==> config.mk <==
export PLATFORM = sky130hd
export DESIGN_NAME = alu_result_fifo
export DESIGN_NICKNAME = d
export VERILOG_FILES = /design/src/rtl/alu_result_fifo.sv
export SDC_FILE = /design/constraint.sdc
export NUM_CORES = 1
export LEC_CHECK = 0
export BUFFER_PORTS_ARGS = -buffer_cell sky130_fd_sc_hd__buf_2
export CAP_MARGIN = 40
export CORE_AREA = 2 2 69 71
export CTS_BUF_LIST = sky130_fd_sc_hd__clkbuf_4
export CTS_CLUSTER_SIZE = 16
export DETAILED_ROUTE_END_ITERATION = 10
export DIE_AREA = 0 0 71 73
export GPL_ROUTABILITY_DRIVEN = 1
export HOLD_SLACK_MARGIN = 0.06
export PLACE_DENSITY_LB_ADDON = 0.12
export REMOVE_ABC_BUFFERS = 1
export SLEW_MARGIN = 20
export SYNTH_ARGS = -nofsm -noshare
export SYNTH_HDL_FRONTEND = slang
export SYNTH_SLANG_ARGS = --single-unit
==> constraint.sdc <==
create_clock -name clk -period 3.4 [get_ports clk]
set_clock_uncertainty 0.2 [all_clocks]
set_input_delay 1.02 -clock clk [delete_from_list [all_inputs] [get_ports clk]]
set_output_delay 1.02 -clock clk [all_outputs]
set_load 0.01 [all_outputs]
==> src/rtl/alu_result_fifo.sv <==
// Buffers ALU results (select, result, carry, zero, overflow) in a DEPTH-entry FIFO.
// Define ALU_RESULT_FIFO_STICKY_EN to compile in the sticky carry/overflow flags.
module alu_result_fifo #(
    parameter int unsigned DEPTH = 4
) (
    input  logic                       clk,
    input  logic                       rst_n,
    input  logic                       in_valid,
    output logic                       in_ready,
    input  logic [2:0]                 in_select,
    input  logic [3:0]                 in_s,
    input  logic                       in_c,
    input  logic                       in_zero,
    input  logic                       in_overflow,
    output logic                       out_valid,
    input  logic                       out_ready,
    output logic [2:0]                 out_select,
    output logic [3:0]                 out_s,
    output logic                       out_c,
    output logic                       out_zero,
    output logic                       out_overflow,
    output logic [$clog2(DEPTH):0]     count,
    input  logic                       sticky_clr,
    output logic                       sticky_c,
    output logic                       sticky_ov
);

    localparam int unsigned PTR_W   = $clog2(DEPTH);
    localparam int unsigned CNT_W   = PTR_W + 1;
    localparam int unsigned ENTRY_W = 10;

    logic [ENTRY_W-1:0] mem [DEPTH];
    logic [PTR_W-1:0]   wr_ptr;
    logic [PTR_W-1:0]   rd_ptr;
    logic [ENTRY_W-1:0] head;
    logic               push;
    logic               pop;

    // Handshake status comes only from the registered occupancy.
    assign in_ready  = (count != CNT_W'(DEPTH));
    assign out_valid = (count != CNT_W'(0));
    assign push      = in_valid && in_ready;
    assign pop       = out_valid && out_ready;

    // Storage needs no reset; only the head slot is ever visible.
    always_ff @(posedge clk) begin
        if (push) begin
            mem[wr_ptr] <= {in_select, in_s, in_c, in_zero, in_overflow};
        end
    end

    // Pointers wrap naturally since DEPTH is a power of two.
    always_ff @(posedge clk or negedge rst_n) begin
        if (!rst_n) begin
            wr_ptr <= '0;
            rd_ptr <= '0;
            count  <= '0;
        end else begin
            if (push) begin
                wr_ptr <= wr_ptr + PTR_W'(1);
            end
            if (pop) begin
                rd_ptr <= rd_ptr + PTR_W'(1);
            end
            case ({push, pop})
                2'b10:   count <= count + CNT_W'(1);
                2'b01:   count <= count - CNT_W'(1);
                default: count <= count;
            endcase
        end
    end

    assign head = out_valid ? mem[rd_ptr] : '0;
    assign {out_select, out_s, out_c, out_zero, out_overflow} = head;

`ifdef ALU_RESULT_FIFO_STICKY_EN
    // A flag arriving with a push wins over a same-cycle clear.
    always_ff @(posedge clk or negedge rst_n) begin
        if (!rst_n) begin
            sticky_c  <= 1'b0;
            sticky_ov <= 1'b0;
        end else begin
            sticky_c  <= (sticky_c  && !sticky_clr) || (push && in_c);
            sticky_ov <= (sticky_ov && !sticky_clr) || (push && in_overflow);
        end
    end
`else
    logic unused_sticky_clr;
    assign unused_sticky_clr = sticky_clr;
    assign sticky_c          = 1'b0;
    assign sticky_ov         = 1'b0;
`endif

endmodule
==> metrics.md <==
| Metric | Value |
|---|---|
| RSZ-0062 raised after global routing | no |
| Most common cell after layout, fill and taps aside | edfxtp_1 |
| Root Buffer | clkbuf_4 |
| Number of buffers created by CTS | 5 |
| Sequential element share of the synthesized area | 70.6% |
| Layout area overhead | 13.9% |
| Mapped Cells | 103 |
| Top Ports | 32 |
| CP max stage delay | 550 ps |
| Crit path from | rd_ptr[0] |
| Tightest Hold Check Type | input port to async pin |
| Fin crit share | 94.3% |
| Top-area cell type share of the netlist area | 61.7% |
| First-pass GRT wire length | 5040 um |
| R2r worst-path depth | 8 |
| Row count | 25 |
| Switching power | 0.605 mW |
| Routed Antenna Nets | 0 |
| Slew @ Worst Pin | 565 ps |
| Reg area | 0.00138 mm2 |
| Final Util | 48.9% |
| CP Cell Sequence | buf_4 > mux4_2 > and2_1 > buf_2 |
| Critical Path End | out_overflow |
| Reg2reg end | count[2] |
| Wire per inst | 16.2 um |
| Drt first pass iters | 4 |
| Total Power | 1.90 mW |
| Layout net count | 156 |
| H-tree depth | 2 |
| Cell Int Power | 1.30 mW |
| Inserted Diodes | 0 |
| Crit path launch type | flip-flop |
| Top area cells in the synthesized netlist | edfxtp_1, mux4_2, dfrtp_1 |
| Top delay family on crit path | flip-flops |
| Final Routed Wirelength | 3090 um |
| Initial antenna violation count | 0 |
| Fill cell count | 396 |
| CTS tree | yes |
| Clk_lat worst skew | 360 ps |
| # port buffers | 28 |
| Die area | 0.00518 mm2 |
| YS warnings | 0 |
| R2R Setup Slk | 980 ps |
| Starting density of the core | 43.0% |
| Pin count of the biggest net entering global routing | 17 |
| Remaining Overflow, GRT | 0 |
| DRT iter0 DRCs | 50 |
| # hold bufs at CTS | 0 |
| Final Hold Fails | 0 |
| Tmin final | 3200 ps |
| Die height | 73 um |
| Pwr per Cell Area | 856 mW/mm2 |
| Share of post-route cells with drive strength above 1 | 36.8% |
| Gr usage total | 13.6% |
| # setup viols final | 0 |
| Max Cap Violations | 0 |
| Power share of the sequential group | 45.8% |
| Data required time at the worst endpoint | 2180 ps |
| Static Leak | 0.846 nW |
| Peak VDD IR | 0.364 mV |
| Vias per inst | 5.09 |
| Slew Limit Fails | 0 |
| RR Startpoint | count[0] |
| CORE AREA | 0.00454 mm2 |
| Synthesized area | 0.00195 mm2 |
| Worst Setup End Kind | output port |
| Synth area leader | edfxtp_1 |
| Post-synthesis register bit count | 47 |
| Longest Clk Path Bufs | 2 |
| Slowest CP cell | dfrtp_1 |
| Worst-path clk slew | 140 ps |
| Multi-input gate area | 522 um2 |
| Worst Path Max Fanout | 7 |
| Post-DP HPWL | 2060 um |
| Max_slew headroom | 62.3% |
| Clk pwr share | 18.0% |
| Placed Cells | 182 |
| Setup TNS | 0 ps |
| CP Buf/Inv Count | 2 |
| Hold Slack | 260 ps |
| Combinational Power Share | 36.2% |
| Max Fclk | 0.312 GHz |
| CP Class | flip-flop to output port |
| Vias in the first global route | 984 |
| Sw frac | 31.8% |
| Post-CTS Setup Bufs | 0 |
| Most frequent cells in the layout | edfxtp_1, buf_2, and2_1 |
| Mean post-synth cell area | 18.9 um2 |
| Crit path arrival time | 1980 ps |
| Via count | 968 |
| Final std cells w/o fill | 190 |
| Status | complete, no violations |
| Final GP Congestion | 0.665 |
| Die Width | 71 um |
| Netlist cell types | 21 |
| CTS Sinks | 47 |
| Number of gates resized after CTS | 0 |
| Drt drc | 0 |
| Number of cells on the critical path | 4 |
## sequential cells by signal, indices dropped and copies added, names as in the netlist
signal and count:
count 3, rd_ptr 2, wr_ptr 2, mem 40
## Yosys cell counts (all sizes together)
cell and n:
and3 4, conb 1, nor2 1, edfxtp 40, mux2 1, buf 4
xor2 3, and2 12, xnor2 3, dfrtp 7, fa 1, mux4 10
or3b 1, inv 6, clkbuf 1, or3 1, nand3 1, mux2i 1
ha 5
## metrics by stage
step / cell area, um2 / setup WS [ps]
after floorplan: 1920 / 756
after global placement: 2140 / 564
after detailed placement: 2140 / 547
after CTS: 2220 / 125
after global routing: 2220 / 58.7
final: 2220 / 195
## worst register-to-register path: stages, from the launching register on
cell	delay, ps
dfrtp_1	450
or3_1	580
and2_1	270
ha_1	210
inv_1	70
fa_1	170
xor2_1	150
nor2_1	60
xor2_1	140
## layout make-up
| cell class | instances | area share, % |
|---|---|---|
| sequential | 47 | 62.0 |
| multi-input combinational | 46 | 23.5 |
| timing repair buffer | 29 | 6.65 |
| tap | 54 | 3.04 |
| clock inverter | 3 | 2.09 |
| clock buffer | 5 | 1.69 |
| inverter | 6 | 1.01 |
## per-layer routing
metal | up-vias | wire length [um] | track usage [%]
met4 | 0 | 57 | 5.66
li1 | 446 | - | -
met3 | 6 | 141 | 4.70
met1 | 489 | 1290 | 16.4
met5 | - | 0 | 0
met2 | 27 | 1600 | 22.3
## kinds of logic (layout without fill, tap and decap cells)
logic type    Yosys count  after routing  share of synthesized area (%)
other cells             1              2                          0.192
mux                    12             12                           12.8
flops                  47             47                           70.6
simple gates           20             20                           6.62
buf+inv                11             43                           2.76
xor+xnor                6              6                           2.70
fa+ha+maj               6              6                           4.24
## worst min-delay path by stage
stage,start,end,slack (ps),depth (start not counted)
detailed placement,count[2],count[2],300,1
floorplan,count[2],count[2],330,1
finish,rst_n,count[0],260,1
global placement,count[2],count[2],290,1
global route,rst_n,count[0],230,1
CTS,rst_n,count[0],250,1
## power groups by stage
stage          Sequential (mW)  Combinational (mW)  Clock (mW)
4_1_cts                  0.877               0.709       0.352
6_report                 0.870               0.687       0.343
3_3_place_gp             0.882               0.690           0
5_1_grt                  0.889               0.765       0.380
2_1_floorplan            0.884               0.456           0
3_5_place_dp             0.891               0.705           0
Power figures use the tool's default switching activity.
